[config.mk]
export PLATFORM = sky130hd
export DESIGN_NAME = serial_rx_loader_flat
export DESIGN_NICKNAME = d
export VERILOG_FILES = /design/src/rtl/ctrl_pkg.sv /design/src/rtl/serial_rx_loader_if.sv /design/src/rtl/rx_bit_timer.sv /design/src/rtl/serial_rx_loader.sv /design/src/flat_wrapper.sv
export SDC_FILE = /design/constraint.sdc
export NUM_CORES = 1
export LEC_CHECK = 0
export BUFFER_PORTS_ARGS = -buffer_cell sky130_fd_sc_hd__buf_2
export CORE_MARGIN = 2
export CORE_UTILIZATION = 63
export DETAILED_ROUTE_END_ITERATION = 10
export PLACE_DENSITY = 0.87
export SLEW_MARGIN = 0
export SYNTH_ARGS = -nofsm -noshare
export SYNTH_HDL_FRONTEND = slang
export SYNTH_HIERARCHICAL = 1
export SYNTH_SLANG_ARGS = --single-unit
[constraint.sdc]
create_clock -name sysclk -period 4.2 [get_ports sysclk]
set_input_delay 0.42 -clock sysclk [delete_from_list [all_inputs] [get_ports sysclk]]
set_output_delay 0.42 -clock sysclk [all_outputs]
set_load 0.005 [all_outputs]
[src/rtl/ctrl_pkg.sv]
// Shared definitions for the serial RX loader and its downstream serializer:
// default geometry, bit-timer width and the receiver state encoding.
package ctrl_pkg;

   localparam int DEF_BIT_PERIOD = 16;
   localparam int DEF_DATA_W     = 16;
   localparam int DEF_ADDR_W     = 8;
   localparam int TMR_W          = 8;

   typedef enum logic [2:0] {
      ST_IDLE   = 3'd0,
      ST_START  = 3'd1,
      ST_DATA   = 3'd2,
      ST_PARITY = 3'd3,
      ST_STOP   = 3'd4,
      ST_WRITE  = 3'd5
   } rx_state_e;

endpackage

[src/rtl/serial_rx_loader_if.sv]
// RAM write port plus serializer handshake between the loader (master)
// and the RAM/serializer side (slave).
interface serial_rx_loader_if #(
   parameter int DATA_W = ctrl_pkg::DEF_DATA_W,
   parameter int ADDR_W = ctrl_pkg::DEF_ADDR_W
) ();

   logic              write;
   logic [ADDR_W-1:0] addr;
   logic [DATA_W-1:0] data_in;
   logic              send;
   logic              start_latch;
   logic [ADDR_W:0]   word_count;
   logic              full;

   modport master (
      output write, addr, data_in, start_latch, word_count, full,
      input  send
   );

   modport slave (
      input  write, addr, data_in, start_latch, word_count, full,
      output send
   );

endinterface

[src/rtl/rx_bit_timer.sv]
// Loadable bit-period down-counter; expire pulses for one cycle exactly
// load_val cycles after the load cycle. A load in the expiry cycle restarts it.
module rx_bit_timer
   import ctrl_pkg::*;
(
   input  logic             sysclk,
   input  logic             reset,
   input  logic             load,
   input  logic [TMR_W-1:0] load_val,
   output logic             expire
);

   logic [TMR_W-1:0] cnt_q;
   logic [TMR_W-1:0] cnt_d;

   always_comb begin
      cnt_d = cnt_q;
      if (load) begin
         cnt_d = load_val;
      end else if (cnt_q != '0) begin
         cnt_d = cnt_q - TMR_W'(1);
      end
   end

   always_ff @(posedge sysclk or negedge reset) begin
      if (!reset) begin
         cnt_q <= '0;
      end else begin
         cnt_q <= cnt_d;
      end
   end

   assign expire = (cnt_q == TMR_W'(1));

endmodule

[src/rtl/serial_rx_loader.sv]
// Serial frame receiver that stores each good word into RAM and hands the
// buffer to the serializer on send. Build macro RX_PARITY_EN adds an even-parity bit.
//
// state  | meaning
// IDLE   | line idle, waiting for a falling edge; services pending send
// START  | half a bit in, confirm start bit is still low
// DATA   | sampling DATA_W bits, LSB first
// PARITY | sampling the even-parity bit (RX_PARITY_EN only)
// STOP   | sampling the stop bit
// WRITE  | one-cycle RAM write strobe, then bump pointer and count
module serial_rx_loader
   import ctrl_pkg::*;
#(
   parameter int BIT_PERIOD = DEF_BIT_PERIOD,
   parameter int DATA_W     = DEF_DATA_W,
   parameter int ADDR_W     = DEF_ADDR_W
)(
   input  logic               sysclk,
   input  logic               reset,
   input  logic               serialIn,
   serial_rx_loader_if.master bus,
   output logic               frame_err,
   output logic               busy
`ifdef RX_PARITY_EN
   ,output logic              parity_err
`endif
);

   localparam logic [TMR_W-1:0]  HALF_T   = TMR_W'(BIT_PERIOD / 2);
   localparam logic [TMR_W-1:0]  PERIOD_T = TMR_W'(BIT_PERIOD);
   localparam int                CNT_W    = ADDR_W + 1;
   localparam logic [CNT_W-1:0]  CNT_FULL = {1'b1, {ADDR_W{1'b0}}};
   localparam int                BC_W     = (DATA_W > 1) ? $clog2(DATA_W) : 1;
   localparam logic [BC_W-1:0]   BC_LAST  = BC_W'(DATA_W - 1);

   rx_state_e         state_q;
   logic              sync1_q, sync2_q, rx_prev_q;
   logic              send_prev_q, send_pend_q;
   logic              write_q, start_latch_q, frame_err_q;
   logic [ADDR_W-1:0] addr_q, ptr_q;
   logic [DATA_W-1:0] data_q, shift_q;
   logic [CNT_W-1:0]  word_count_q;
   logic [BC_W-1:0]   bit_cnt_q;
`ifdef RX_PARITY_EN
   logic              parity_err_q;
`endif

   logic              rx_s, rx_fall, send_rise, svc_req, full_w;
   logic              tmr_load, tmr_exp;
   logic [TMR_W-1:0]  tmr_val;

   always_ff @(posedge sysclk or negedge reset) begin
      if (!reset) begin
         sync1_q   <= 1'b1;
         sync2_q   <= 1'b1;
         rx_prev_q <= 1'b1;
      end else begin
         sync1_q   <= serialIn;
         sync2_q   <= sync1_q;
         rx_prev_q <= sync2_q;
      end
   end

   assign rx_s      = sync2_q;
   assign rx_fall   = rx_prev_q & ~sync2_q;
   assign send_rise = bus.send & ~send_prev_q;
   // A readout already in flight clears the count at the end of its pulse.
   assign svc_req   = (send_pend_q | send_rise) & ~start_latch_q;
   assign full_w    = (word_count_q == CNT_FULL);

   always_comb begin
      tmr_load = 1'b0;
      tmr_val  = PERIOD_T;
      if (state_q == ST_IDLE) begin
         tmr_load = rx_fall;
         tmr_val  = HALF_T;
      end else if (state_q == ST_START || state_q == ST_DATA || state_q == ST_PARITY) begin
         tmr_load = tmr_exp;
      end
   end

   rx_bit_timer u_timer (
      .sysclk   (sysclk),
      .reset    (reset),
      .load     (tmr_load),
      .load_val (tmr_val),
      .expire   (tmr_exp)
   );

   always_ff @(posedge sysclk or negedge reset) begin
      if (!reset) begin
         state_q       <= ST_IDLE;
         send_prev_q   <= 1'b0;
         send_pend_q   <= 1'b0;
         write_q       <= 1'b0;
         start_latch_q <= 1'b0;
         frame_err_q   <= 1'b0;
         addr_q        <= '0;
         ptr_q         <= '0;
         data_q        <= '0;
         shift_q       <= '0;
         word_count_q  <= '0;
         bit_cnt_q     <= '0;
`ifdef RX_PARITY_EN
         parity_err_q  <= 1'b0;
`endif
      end else begin
         write_q       <= 1'b0;
         start_latch_q <= 1'b0;
         send_prev_q   <= bus.send;
         if (send_rise) begin
            send_pend_q <= 1'b1;
         end
         if (start_latch_q) begin
            ptr_q        <= '0;
            word_count_q <= '0;
            frame_err_q  <= 1'b0;
`ifdef RX_PARITY_EN
            parity_err_q <= 1'b0;
`endif
         end
         case (state_q)
            ST_IDLE: begin
               if (rx_fall) begin
                  state_q <= ST_START;
               end else if (svc_req) begin
                  send_pend_q   <= 1'b0;
                  start_latch_q <= (word_count_q != '0);
               end
            end
            ST_START: begin
               if (tmr_exp) begin
                  if (rx_s) begin
                     state_q <= ST_IDLE;
                  end else begin
                     state_q   <= ST_DATA;
                     bit_cnt_q <= '0;
                  end
               end
            end
            ST_DATA: begin
               if (tmr_exp) begin
                  shift_q <= {rx_s, shift_q[DATA_W-1:1]};
                  if (bit_cnt_q == BC_LAST) begin
`ifdef RX_PARITY_EN
                     state_q <= ST_PARITY;
`else
                     state_q <= ST_STOP;
`endif
                  end else begin
                     bit_cnt_q <= bit_cnt_q + BC_W'(1);
                  end
               end
            end
`ifdef RX_PARITY_EN
            ST_PARITY: begin
               if (tmr_exp) begin
                  if (rx_s != ^shift_q) begin
                     parity_err_q <= 1'b1;
                     state_q      <= ST_IDLE;
                  end else begin
                     state_q <= ST_STOP;
                  end
               end
            end
`endif
            ST_STOP: begin
               if (tmr_exp) begin
                  if (!rx_s) begin
                     frame_err_q <= 1'b1;
                     state_q     <= ST_IDLE;
                  end else if (full_w) begin
                     state_q <= ST_IDLE;
                  end else begin
                     state_q <= ST_WRITE;
                     write_q <= 1'b1;
                     addr_q  <= ptr_q;
                     data_q  <= shift_q;
                  end
               end
            end
            ST_WRITE: begin
               state_q      <= ST_IDLE;
               word_count_q <= word_count_q + CNT_W'(1);
               // Pointer parks on the last slot once the RAM fills.
               ptr_q        <= (&ptr_q) ? ptr_q : ptr_q + ADDR_W'(1);
               if (svc_req) begin
                  send_pend_q   <= 1'b0;
                  start_latch_q <= 1'b1;
               end
            end
            default: state_q <= ST_IDLE;
         endcase
      end
   end

   assign bus.write       = write_q;
   assign bus.addr        = addr_q;
   assign bus.data_in     = data_q;
   assign bus.start_latch = start_latch_q;
   assign bus.word_count  = word_count_q;
   assign bus.full        = full_w;
   assign frame_err       = frame_err_q;
   assign busy            = (state_q != ST_IDLE);
`ifdef RX_PARITY_EN
   assign parity_err      = parity_err_q;
`endif

endmodule
[src/flat_wrapper.sv]
// flat-port wrapper written by rule: the top's interface ports become plain ports
module serial_rx_loader_flat import ctrl_pkg::*;
#(
   parameter int BIT_PERIOD = DEF_BIT_PERIOD,
   parameter int DATA_W     = DEF_DATA_W,
   parameter int ADDR_W     = DEF_ADDR_W
)
  (sysclk, reset, serialIn, frame_err, busy, bus_write, bus_addr, bus_data_in, bus_start_latch, bus_word_count, bus_full, bus_send);
  serial_rx_loader_if #(.DATA_W(DATA_W), .ADDR_W(ADDR_W)) bus_i ();
  input  logic sysclk;
  input  logic reset;
  input  logic serialIn;
  output logic frame_err;
  output logic busy;
  output wire logic [$bits(bus_i.write)-1:0] bus_write;
  output wire logic [$bits(bus_i.addr)-1:0] bus_addr;
  output wire logic [$bits(bus_i.data_in)-1:0] bus_data_in;
  output wire logic [$bits(bus_i.start_latch)-1:0] bus_start_latch;
  output wire logic [$bits(bus_i.word_count)-1:0] bus_word_count;
  output wire logic [$bits(bus_i.full)-1:0] bus_full;
  input wire logic [$bits(bus_i.send)-1:0] bus_send;
  assign bus_write = bus_i.write;
  assign bus_addr = bus_i.addr;
  assign bus_data_in = bus_i.data_in;
  assign bus_start_latch = bus_i.start_latch;
  assign bus_word_count = bus_i.word_count;
  assign bus_full = bus_i.full;
  assign bus_i.send = bus_send;
  serial_rx_loader #(.BIT_PERIOD(BIT_PERIOD), .DATA_W(DATA_W), .ADDR_W(ADDR_W)) u_core (.sysclk(sysclk), .reset(reset), .serialIn(serialIn), .bus(bus_i), .frame_err(frame_err), .busy(busy));
endmodule
==> results.json, run 1 <==
{
  "max-vdd-ir-drop_v": 0.000290,
  "finalSetupTns_ps": 0,
  "num_vias": 2582,
  "min_period_ps": 2930,
  "fp.dieH_um": 81.6,
  "cp_max_fo": 19,
  "rows": 28,
  "diodes": 0,
  "synth-seq-cells": 80,
  "tritoncts": "yes",
  "post_cts_resized": 0,
  "hold_path_class": "in2reg",
  "wirelength_um": 6740,
  "synth_area_leaders": "dfrtp_1, mux2_2, mux2_4",
  "ys.warnings.count": 6,
  "path_clk_slew_ps": 70,
  "status": "completed",
  "grt_pass1_vias": 2417,
  "p_leak_nw": 2.12,
  "nets": 378,
  "cts_made_buffers": 9,
  "mostFrequentLayoutCells": "dfrtp_1, buf_2, mux2_2, nand2_1, o21ai_0",
  "syn_inst": 323,
  "core_region_area_um2": 5850,
  "critPathCaptureType": "flip-flop",
  "die_width_um": 81.6,
  "setup_viol": 0,
  "cp_data_required_time_ps": 4480,
  "final_common_cell": "dfrtp_1",
  "async_reset_ff_share_pct": 100,
  "stdcell_area_um2": 4220,
  "ys_types": 58,
  "htree_num_levels": 3,
  "cts-root-buf": "clkbuf_8",
  "grt_overflow": 0,
  "max_freq_ghz": 0.342,
  "synth_edf_count": 0,
  "cap_violations": 0,
  "cts_max_path_buffers": 2,
  "io_pins": 42,
  "gp_congestion": 0.870,
  "arrival_ps": 3210,
  "final.setup_skew_ps": 11.7,
  "post-route-drc-count": 0,
  "dpl_worst_slack_ps": 1300,
  "slew_headroom_pct": 35.5,
  "start_util_pct": 64.8,
  "antenna_found_initial": 0,
  "track_usage_pct": 22.0,
  "cts_hold_buf": 0,
  "ys.flop_type": "dfrtp_1",
  "period_share_pct": 69.7,
  "fin_ws_ps": 1270,
  "drtAntennaViolNets": 0,
  "cts_post_setup_buffers_inserted": 0,
  "r2r_slack_ps": 1270,
  "power_density_nw_per_um2": 396,
  "die-area_um2": 6650,
  "crit_type": "reg2reg",
  "synth_top_area_share_pct": 50.8,
  "drv_slew": 0,
  "fillers": 399,
  "cts_sinks": 80,
  "final_hold_viol_count": 0,
  "placed_area_um2": 4020,
  "syn2layout_area_growth_pct": 11.3,
  "total_power_mw": 1.67,
  "grt_max_degree": 81,
  "routedWlPerCell_um": 15.1,
  "syn_area_per_cell_um2": 11.7,
  "first_pass_iters": 4,
  "clk_latency_ps": 350,
  "vias_per_cell": 5.79,
  "netlist_area_um2": 3790,
  "drive_gt1_share_pct": 29.1,
  "portBuffers": 41,
  "grt_pass1_wl_um": 11200,
  "critPathLaunchType": "flip-flop",
  "utilization_pct": 72.1,
  "dp.final_hpwl_um": 4450,
  "rsz0062_at_grt": "false",
  "dr.first_iter.drc_count": 146,
  "synth_seq_area_share_pct": 52.9,
  "tightest_slew_ps": 967,
  "synth_top_cell_by_area": "dfrtp_1"
}
## Yosys cell counts, drive strengths merged, types with 6 or more instances
| master | instances |
|---|---|
| nand2 | 22 |
| mux2 | 41 |
| nand3 | 8 |
| dfrtp | 77 |
| nor2 | 17 |
| a21oi | 8 |
| clkbuf | 9 |
| nor3 | 7 |
| o21ai | 19 |
| o31ai | 7 |
| ha | 7 |
| buf | 6 |
| inv | 14 |
## critical path: stages (launching register included)
cell and delay (ps):
dfrtp_1 410, or3_1 480, nor4_1 280, buf_4 200
and4bb_2 550, a32oi_1 220, or4b_2 650, nand2_1 80
## logic make-up after synthesis
group / after synthesis / synth area share (%)
compound gates: 59 / 10.4
xor+xnor: 4 / 0.924
fa+ha+maj: 7 / 2.31
buf+inv: 29 / 4.16
flops: 80 / 52.9
mux: 43 / 14.4
other cells: 1 / 0.0989
simple gates: 100 / 14.9
## final timing paths
| check | to | depth (start not counted) | start |
|---|---|---|---|
| worst max register to register | u_core/bit_cnt_q[2] | 7 | u_core/u_timer/cnt_q[6] |
| worst min register to register | u_core/rx_s | 0 | u_core/sync1_q |
| worst max-delay path | u_core/bit_cnt_q[2] | 7 | u_core/u_timer/cnt_q[6] |
| worst min-delay path | u_core/sync1_q | 1 | serialIn |
| max in group asynchronous | u_core/state_q[1] | 1 | reset |
| min in group asynchronous | u_core/ptr_q[1] | 1 | reset |
## power breakdown
part | internal [mW] | total, mW | switching [mW]
sequential | 0.820 | 0.889 | 0.0688
combinational | 0.105 | 0.228 | 0.123
clock | 0.290 | 0.552 | 0.263
total | 1.21 | 1.67 | 0.454
## per-layer routing
layer	share of wire (%)	vias to the layer above	global-route usage, %
li1	-	1259	-
met1	47	1253	31.2
met2	47	61	33.4
met3	4.4	9	4.07
met4	1.5	0	10.0
met5	0	-	0
## cell type report
class | count | area [um^2] | area share (%)
clock buffers | 11 | 141 | 3.35
clock inverters | 4 | 55.1 | 1.31
inverters | 14 | 52.6 | 1.25
multi-input cells | 219 | 1650 | 39.0
flip-flops and latches | 80 | 2010 | 47.6
well taps | 75 | 93.8 | 2.22
repair buffers | 43 | 223 | 5.28
## state kept, by name, summed over array words and instances (netlist names), 3 cells and up
signal / count
u_core/ptr_q: 8
u_core/bit_cnt_q: 4
u_core/shift_q: 16
u_core/bus.data_in: 16
u_core/bus.addr: 8
u_core/bus.word_count: 9
u_core/state_q: 3
u_core/u_timer/cnt_q: 8
## stage by stage
stage / hold slack (ps) / std cells
global placement: 347 / 431
detailed placement: 348 / 431
floorplan: 124 / 328
CTS: 158 / 446
global route: 164 / 446
finish: 172 / 446
No activity file was read; power rests on OpenSTA's default activity.
==> run 2: changes to the inputs <==
--- a/config.mk
+++ b/config.mk
@@ -7,9 +7,9 @@
 export LEC_CHECK = 0
 export BUFFER_PORTS_ARGS = -buffer_cell sky130_fd_sc_hd__buf_2
 export CORE_MARGIN = 2
-export CORE_UTILIZATION = 63
+export CORE_UTILIZATION = 58
 export DETAILED_ROUTE_END_ITERATION = 10
-export PLACE_DENSITY = 0.87
+export PLACE_DENSITY = 0.81
 export SLEW_MARGIN = 0
 export SYNTH_ARGS = -nofsm -noshare
 export SYNTH_HDL_FRONTEND = slang
==> constraint.sdc (replaced) <==
create_clock -name sysclk -period 3 [get_ports sysclk]
set_input_delay 0.3 -clock sysclk [delete_from_list [all_inputs] [get_ports sysclk]]
set_output_delay 0.3 -clock sysclk [all_outputs]
set_load 0.005 [all_outputs]
==> run 2 against run 1 <==
Global-route usage decreased by 1.2 points. Setup slack got worse by 770 ps. Non-clock buffer count increased by 3. Sequential cell count unchanged. Largest cell class unchanged. Largest power group unchanged.
==> results.json, run 2 (synthesis results as in run 1) <==
{
  "nets": 381,
  "grt_pass1_wl_um": 12100,
  "post_cts_resized": 0,
  "cts_max_path_buffers": 2,
  "core_region_area_um2": 6350,
  "routedWlPerCell_um": 15.3,
  "path_clk_slew_ps": 80,
  "drv_slew": 0,
  "portBuffers": 41,
  "power.switching_uw": 631,
  "utilization_pct": 67.2,
  "dpl_worst_slack_ps": 550,
  "cap_violations": 0,
  "cts-root-buf": "clkbuf_8",
  "hold_path_startpoint": "serialIn",
  "rows": 29,
  "critPathCaptureType": "flip-flop",
  "hold_ws_ps": 60.5,
  "cts_post_setup_buffers_inserted": 0,
  "hold_path_class": "in2reg",
  "setup_viol": 0,
  "placed_area_um2": 4060,
  "grt_pass1_vias": 2638,
  "drive_gt1_share_pct": 29.9,
  "tightest_slew_ps": 975,
  "power_density_nw_per_um2": 559,
  "max_stage_delay_ps": 650,
  "start_util_pct": 59.7,
  "stdcell_area_um2": 4270,
  "dp.cells": 436,
  "reg2reg_from": "u_core/u_timer/cnt_q[4]",
  "cp-startpoint": "u_core/u_timer/cnt_q[4]",
  "final.setup_skew_ps": 6.27,
  "wirelength_um": 6890,
  "arrival_ps": 2770,
  "p_leak_nw": 2.15,
  "die-area_um2": 7200,
  "post-route-drc-count": 0,
  "fin_ws_ps": 497,
  "dp.final_hpwl_um": 4610,
  "slew_headroom_pct": 35.0,
  "cts_sinks": 80,
  "io_pins": 42,
  "drtAntennaViolNets": 0,
  "cp_max_fo": 8,
  "rsz0062_at_grt": "false",
  "cts_hold_buf": 0,
  "switching_share_pct": 26.4,
  "dr.first_iter.drc_count": 138,
  "max_freq_ghz": 0.400,
  "critPathSlowestCell": "or4b_2",
  "die_width_um": 84.9,
  "p_int_mw": 1.75,
  "status": "completed",
  "total_power_mw": 2.39,
  "cts_made_buffers": 9,
  "crit_type": "reg2reg",
  "path_cells": "or3_1, nor4_1, buf_4, nor2b_1, a32oi_1, or4b_2, nand2_1",
  "finalNonFillerCells": 451,
  "gp_congestion": 0.886,
  "htree_num_levels": 3,
  "power_frac_comb_pct": 13.0,
  "clk_latency_ps": 340,
  "track_usage_pct": 20.8,
  "antenna_found_initial": 0,
  "final_hold_viol_count": 0,
  "num_vias": 2636,
  "tritoncts": "yes",
  "pwr-share-clk_pct": 34.9,
  "grt_max_degree": 81,
  "vias_per_cell": 5.84,
  "p_seq_share_pct": 52.1,
  "first_pass_iters": 4,
  "period_share_pct": 83.4,
  "diodes": 0,
  "fillers": 461,
  "max-vdd-ir-drop_v": 0.000563,
  "fp.dieH_um": 84.9,
  "finalSetupTns_ps": 0,
  "syn2layout_area_growth_pct": 12.6,
  "cp_data_required_time_ps": 3270,
  "critPathLaunchType": "flip-flop",
  "final_common_cell": "dfrtp_1",
  "min_period_ps": 2500,
  "grt_overflow": 0,
  "mostFrequentLayoutCells": "dfrtp_1, buf_2, mux2_2, nand2_1, o21ai_0"
}
==> run 2: cell types whose count changed in the layout (fill, tap and decap cells not counted), sizes merged <==
cell,delta
clkinvlp,+1
bufinv,+1
clkbuf,-2
buf,+3
==> run 2: final cells by class <==
| type | count | area (um^2) | share of cell area [%] |
|---|---|---|---|
| well taps | 77 | 96.3 | 2.26 |
| repair buffers | 46 | 258 | 6.04 |
| flip-flops and latches | 80 | 2010 | 47.0 |
| clock buffers | 9 | 124 | 2.90 |
| inverters | 14 | 52.6 | 1.23 |
| multi-input cells | 219 | 1650 | 38.6 |
| clock inverters | 6 | 85.1 | 1.99 |
==> run 2: critical path: cells and delay by family (launching register included) <==
| family | cells | cell delay [ps] |
|---|---|---|
| and+or+nand+nor | 5 | 1600 |
| DFF | 1 | 430 |
| AOI/OAI and AO/OA | 1 | 210 |
| buffers and inverters | 1 | 200 |
==> run 2: power by group through the flow <==
stage	clock, mW	combinational (mW)	sequential, mW
4_1_cts	0.855	0.314	1.24
2_1_floorplan	0	0.279	1.22
3_5_place_dp	0	0.313	1.26
3_3_place_gp	0	0.308	1.26
5_1_grt	0.895	0.366	1.25
6_report	0.833	0.310	1.24
==> run 2: routing by layer <==
| metal | wire, um | GRT usage [%] | part of all wire, % |
|---|---|---|---|
| met2 | 3320 | 32.9 | 48 |
| met3 | 305 | 4.77 | 4.4 |
| met4 | 78 | 7.79 | 1.1 |
| met1 | 3180 | 28.5 | 46 |
| met5 | 0 | 0 | 0 |
==> run 2: final timing paths <==
check | slack [ps] | endpoint | cells past startpoint
max reg2reg | 500 | u_core/bit_cnt_q[2] | 7
min in group asynchronous | 110 | u_core/bus.word_count[1] | 1
max in group asynchronous | 2260 | u_core/state_q[1] | 1
max | 500 | u_core/bit_cnt_q[2] | 7
min | 60 | u_core/sync1_q | 1
min reg2reg | 360 | u_core/rx_s | 0
